===== src/rtl/pc_fetch.sv =====
// Instruction fetch stage: PC register, single-outstanding imem handshake, one-entry hold buffer.
// Build with DELAY_SLOT_EN defined to deliver the in-flight/buffered instruction across a redirect.
module pc_fetch #(
    parameter logic [31:0] RESET_PC = 32'hBFC0_0000
) (
    input  logic        clk,
    input  logic        rst,
    input  logic        stall,
    input  logic        branch_flag_i,
    input  logic [31:0] branch_target_addr_i,
    output logic        imem_req,
    output logic [31:0] imem_addr,
    input  logic        imem_ack,
    input  logic [31:0] imem_rdata,
    output logic [31:0] if_pc,
    output logic [31:0] if_inst,
    output logic        fetch_stall_req
);

    localparam logic [1:0] IDLE = 2'd0;
    localparam logic [1:0] BUSY = 2'd1;
    localparam logic [1:0] DROP = 2'd2;

`ifdef DELAY_SLOT_EN
    localparam bit DELAY_SLOT = 1'b1;
`else
    localparam bit DELAY_SLOT = 1'b0;
`endif

    localparam logic [31:0] NOP = 32'h0000_0000;

    function automatic logic [31:0] word_align(input logic [31:0] addr);
        return addr & 32'hFFFF_FFFC;
    endfunction

    logic [1:0]  state;
    logic [31:0] pc;
    logic        hold_vld;
    logic [31:0] hold_inst;
    logic [31:0] hold_pc;
    logic        pend_vld;
    logic [31:0] pend_target;

    logic [1:0]  state_nxt;
    logic [31:0] pc_nxt;
    logic        req_nxt;
    logic [31:0] addr_nxt;
    logic [31:0] if_pc_nxt;
    logic [31:0] if_inst_nxt;
    logic        fsr_nxt;
    logic        hold_vld_nxt;
    logic        pend_vld_nxt;
    logic        hold_load;
    logic        pend_load;

    logic        redirect;
    logic [31:0] target;
    logic        deliver;
    logic [31:0] dlv_pc;
    logic [31:0] dlv_inst;
    logic        issue;
    logic [31:0] issue_addr;

    // redirects only count on cycles the pipeline is moving
    assign redirect = branch_flag_i & ~stall;
    assign target   = word_align(branch_target_addr_i);

    always_comb begin
        state_nxt    = state;
        pc_nxt       = pc;
        req_nxt      = imem_req;
        addr_nxt     = imem_addr;
        if_pc_nxt    = if_pc;
        if_inst_nxt  = if_inst;
        fsr_nxt      = fetch_stall_req;
        hold_vld_nxt = hold_vld;
        pend_vld_nxt = pend_vld;
        hold_load    = 1'b0;
        pend_load    = 1'b0;
        deliver      = 1'b0;
        dlv_pc       = if_pc;
        dlv_inst     = if_inst;
        issue        = 1'b0;
        issue_addr   = pc;

        case (state)
            IDLE: begin
                if (!stall) begin
                    issue = 1'b1;
                    if (hold_vld) begin
                        // buffer drains on the same edge the next request goes out
                        hold_vld_nxt = 1'b0;
                        deliver      = DELAY_SLOT || !redirect;
                        dlv_pc       = hold_pc;
                        dlv_inst     = hold_inst;
                        if (redirect)
                            issue_addr = target;
                        else if (pend_vld)
                            issue_addr = pend_target;
                        else
                            issue_addr = pc + 32'd4;
                    end else begin
                        if (redirect)
                            issue_addr = target;
                        else if (pend_vld)
                            issue_addr = pend_target;
                        else
                            issue_addr = pc;
                    end
                end
            end

            BUSY: begin
                if (imem_ack) begin
                    if (stall) begin
                        hold_load    = 1'b1;
                        hold_vld_nxt = 1'b1;
                        req_nxt      = 1'b0;
                        state_nxt    = IDLE;
                    end else begin
                        issue    = 1'b1;
                        deliver  = DELAY_SLOT || !redirect;
                        dlv_pc   = imem_addr;
                        dlv_inst = imem_rdata;
                        if (redirect)
                            issue_addr = target;
                        else if (pend_vld)
                            issue_addr = pend_target;
                        else
                            issue_addr = pc + 32'd4;
                    end
                end else if (redirect) begin
                    pend_load    = 1'b1;
                    pend_vld_nxt = 1'b1;
                    if (!DELAY_SLOT)
                        state_nxt = DROP;
                end
            end

            DROP: begin
                if (imem_ack) begin
                    // wrong-path word is discarded; pending target survives a stall
                    if (stall) begin
                        req_nxt   = 1'b0;
                        state_nxt = IDLE;
                    end else begin
                        issue      = 1'b1;
                        issue_addr = redirect ? target : pend_target;
                    end
                end else if (redirect) begin
                    pend_load    = 1'b1;
                    pend_vld_nxt = 1'b1;
                end
            end

            default: begin
                state_nxt = IDLE;
                req_nxt   = 1'b0;
            end
        endcase

        if (!stall) begin
            if (deliver) begin
                if_pc_nxt   = dlv_pc;
                if_inst_nxt = dlv_inst;
                fsr_nxt     = 1'b0;
            end else begin
                if_inst_nxt = NOP;
                fsr_nxt     = 1'b1;
            end
        end

        if (issue) begin
            req_nxt      = 1'b1;
            addr_nxt     = issue_addr;
            pc_nxt       = issue_addr;
            state_nxt    = BUSY;
            pend_vld_nxt = 1'b0;
        end
    end

    always_ff @(posedge clk or negedge rst) begin
        if (!rst) begin
            state           <= IDLE;
            pc              <= RESET_PC;
            imem_req        <= 1'b0;
            imem_addr       <= 32'h0;
            if_pc           <= 32'h0;
            if_inst         <= 32'h0;
            fetch_stall_req <= 1'b0;
            hold_vld        <= 1'b0;
            pend_vld        <= 1'b0;
        end else begin
            state           <= state_nxt;
            pc              <= pc_nxt;
            imem_req        <= req_nxt;
            imem_addr       <= addr_nxt;
            if_pc           <= if_pc_nxt;
            if_inst         <= if_inst_nxt;
            fetch_stall_req <= fsr_nxt;
            hold_vld        <= hold_vld_nxt;
            pend_vld        <= pend_vld_nxt;
        end
    end

    // payload registers are qualified by hold_vld / pend_vld and need no reset
    always_ff @(posedge clk) begin
        if (hold_load) begin
            hold_inst <= imem_rdata;
            hold_pc   <= imem_addr;
        end
        if (pend_load)
            pend_target <= target;
    end

endmodule


===== config.mk =====
export PLATFORM = sky130hd
export DESIGN_NAME = pc_fetch
export DESIGN_NICKNAME = d
export VERILOG_FILES = /design/src/rtl/pc_fetch.sv
export SDC_FILE = /design/constraint.sdc
export NUM_CORES = 1
export LEC_CHECK = 0
export CAP_MARGIN = 20
export CORE_MARGIN = 1
export CORE_UTILIZATION = 40
export DETAILED_ROUTE_END_ITERATION = 8
export RECOVER_POWER = 100
export SLEW_MARGIN = 15
export SYNTH_ARGS = -nofsm -noshare
export SYNTH_HDL_FRONTEND = slang
export SYNTH_SLANG_ARGS = --single-unit
export TNS_END_PERCENT = 5

===== constraint.sdc =====
create_clock -name clk -period 10.8 [get_ports clk]
set_input_delay 1.08 -clock clk [delete_from_list [all_inputs] [get_ports clk]]
set_output_delay 1.08 -clock clk [all_outputs]
set_load 0.01 [all_outputs]

==> impl_metrics.csv <==
group,metric,value,unit
clock_tree,tritoncts,"done",
place,dp_hpwl,17.4,mm
synth,ys.flop_type,"dfrtp_1",
synth,yosysSeqAreaShare,0.558,
cells_and_area,area_growth,22.9,%
clock_tree,clk_path_buf_depth,3,
floorplanning,die_x,161,um
routing,drtIter0Drc,581,
floorplanning,die_height,161,um
place,gp_congestion,0.866,
routing,wl,26.3,mm
cells_and_area,layout.nets,1115,
setup_path,arrival,6.21,ns
pwr,power,0.00330,W
cells_and_area,layout-drive-gt1-share,0.0597,
pwr,comb_power_share,0.396,
sta,worst_pin_slew,3.85,ns
job,max_cap_viol_count,7,
global_route,grt.overflow.total,0,
pwr,powerDensity,267,nW/um2
clock_tree,ctsResizeCount,0,
sta,post-route-period-util,0.566,
sta,hold_viol_final,0,
pwr,internal_power,0.00204,W
floorplanning,start_util,0.411,
hold_path,hold_class,"reg2reg",
setup_path,start_kind,"input port",
clock_tree,post_cts_buffers,0,
clock_tree,postCtsHoldBufs,0,
routing,wl_per_cell,19.1,um
sta,period_needed,6.11,ns
sta,fin_skew,0.0132,ns
pwr,power.net_switching,0.00126,W
synth,avgSynthCellArea,10.8,um2
global_route,grt_pass1_vias,7223,
pwr,p_seq_frac,0.392,
synth,yosysWarningCount,0,
synth,netlist.top_cell.by_area,"edfxtp_1",
cells_and_area,fin_util,0.505,
routing,vias_per_cell,5.54,
setup_path,worstPathRequired,10.89,ns
sta,drv_slew,322,
cells_and_area,insertedDiodeCount,0,
synth,synth_top_area_frac,0.281,
pwr,clkPwrFrac,0.212,
place,place_ws,6.74,ns
clock_tree,clk_latency,0.50,ns
floorplanning,rows,57,
place,dpl-instance-area,11700,um2
clock_tree,cts_sinks,205,
pwr,p_leak,4.98,nW
synth,async_reset_ff_frac,0.541,
synth,synth_area,10100,um2
pwr,power.ir.vdd_worst,122,uV
status,failed_checks,"max-capacitance violations, max-slew violations",
pwr,swShare,0.383,
global_route,antenna_found_initial,0,
sta,timing.slew.headroom,-1.57,
global_route,grt_pass1_wl,41.8,mm
synth,ys_top_cells_by_area,"edfxtp_1, dfrtp_1, mux2i_1, o21ai_0, nand2_1",
floorplanning,die_area,25800,um2
synth,synth_nets,1007,
sta,max_freq,164,MHz
clock_tree,htreeDepth,1,
sta,setup_violations,0,
synth,synth-seq-cells,205,
global_route,gr-usage-all-layers,0.204,
floorplanning,num_io_pins,167,
setup_path,end_kind,"register",
routing,first_pass_iters,5,
setup_path,r2r_setup_slack,6.30,ns
clock_tree,cts_root_buffer,"clkbuf_16",
clock_tree,cts_buffers,23,
floorplanning,core-area,24500,um2
routing,drtAntennaViolNets,0,
sta,rsz0062_at_grt,"no",
setup_path,criticalPathCategory,"in2reg",
sta,layout_setup_ws,4.69,ns
synth,synth-edff-count,94,
global_route,grt_start_max_net_pins,97,
place,place.port_buffers,164,
sta,fin_setup_tns,0,ns
routing,num_vias,7643,
synth,syn_inst,933,
setup_path,critPathMaxFanout,60,
routing,drc_errors,0,
synth,synth.distinct_cells,72,
status,status,"complete, but fails checks",
cells_and_area,final_area,12400,um2
clock_tree,cts.clk_slew.worst_paths,0.06,ns
==> worst max-delay path: stages <==
cell      delay [ns]
buf_2           0.08
clkbuf_1        2.21
nand2b_1        0.75
nor3_1          0.90
clkbuf_1        1.17
==> cell type report <==
cell class | count | area [um2]
flip-flops and latches | 205 | 5610
multi-input cells | 623 | 3940
inverters | 13 | 48.8
repair buffers | 175 | 1690
clock inverters | 13 | 63.8
well taps | 324 | 405
clock buffers | 27 | 601
fillers | 2236 | 12100
==> path summary, 6_finish.rpt <==
kind,startpoint,to,cells after the start
min in group asynchronous,rst,if_inst[26]$_DFFE_PN0P_,1
max in group asynchronous,rst,async pin,2
worst min-delay path,if_inst[7]$_DFFE_PN0P_,if_inst[7]$_DFFE_PN0P_,2
worst min register to register,if_inst[7]$_DFFE_PN0P_,if_inst[7]$_DFFE_PN0P_,2
worst max register to register,state[1]$_DFFE_PN0P_,hold_pc[22]$_DFFE_PP_,4
worst max-delay path,branch_flag_i,pend_target[31]$_DFFE_PP_,5
==> kinds of logic (layout without fill, tap and decap cells) <==
family | count (synthesis) | after routing | synth area share
compound gates | 288 | 288 | 0.180
xor+xnor | 3 | 3 | 0.00261
fa+ha+maj | 5 | 5 | 0.00622
buf+inv | 105 | 228 | 0.0508
flops | 205 | 205 | 0.558
mux | 90 | 90 | 0.0902
simple gates | 237 | 237 | 0.112
==> cells in the final DEF, fill, tap and decap left out, types with 4 or more instances in the layout <==
cell type      instances
dlygate4sd3_1        161
clkbuf_1               9
nand4_1                6
nand3_1               12
inv_1                 13
nand2_1              116
o21ai_0              142
a211oi_1               7
a22oi_1               20
a21oi_1               35
edfxtp_1              94
o221ai_1               8
a221o_1                4
buf_4                  6
nor2_1                50
clkinv_1               6
dfstp_2                9
a22o_1                 7
nor3_1                 5
o2bb2ai_1             10
clkbuf_16             23
dfrtp_1              102
ha_1                   4
mux2_2                 5
a31oi_1               14
nand2b_1               5
nor4_1                 4
nor2b_1                4
and3_1                 9
clkinv_2               5
mux2i_1               85
a21o_1                 5
==> metrics by stage <==
step	hold WS [ns]	instances
6_report	0.467	1380
4_1_cts	0.483	1380
5_1_grt	0.489	1380
2_1_floorplan	0.443	933
3_5_place_dp	0.469	1340
3_3_place_gp	0.459	1340
==> power by group through the flow <==
stage / Clock [W] / Combinational [W] / Sequential, W
finish: 0.000700 / 0.00131 / 0.00129
global route: 0.000756 / 0.00144 / 0.00134
CTS: 0.000722 / 0.00138 / 0.00130
detailed placement: 0 / 0.00138 / 0.00131
global placement: 0 / 0.00136 / 0.00130
floorplan: 0 / 0.000859 / 0.00127
==> per-layer routing <==
metal | global-route usage | vias to the layer above | part of all wire
li1 | - | 3656 | -
met5 | 0 | - | 0
met3 | 0.0302 | 35 | 0.067
met1 | 0.317 | 3667 | 0.49
met4 | 0.0442 | 0 | 0.015
met2 | 0.297 | 285 | 0.43
==> cell usage after synthesis (9+ instances only) <==
master and count:
inv_1 13, dfstp_2 9, a22oi_1 20, nand2_1 116
edfxtp_1 94, a21oi_1 35, nor2_1 50, a31oi_1 14
o2bb2ai_1 10, and3_1 10, dfrtp_1 102, buf_4 24
clkbuf_1 48, buf_2 14, mux2i_1 85, nand3_1 12
o21ai_0 141
Power figures use the tool's default switching activity.
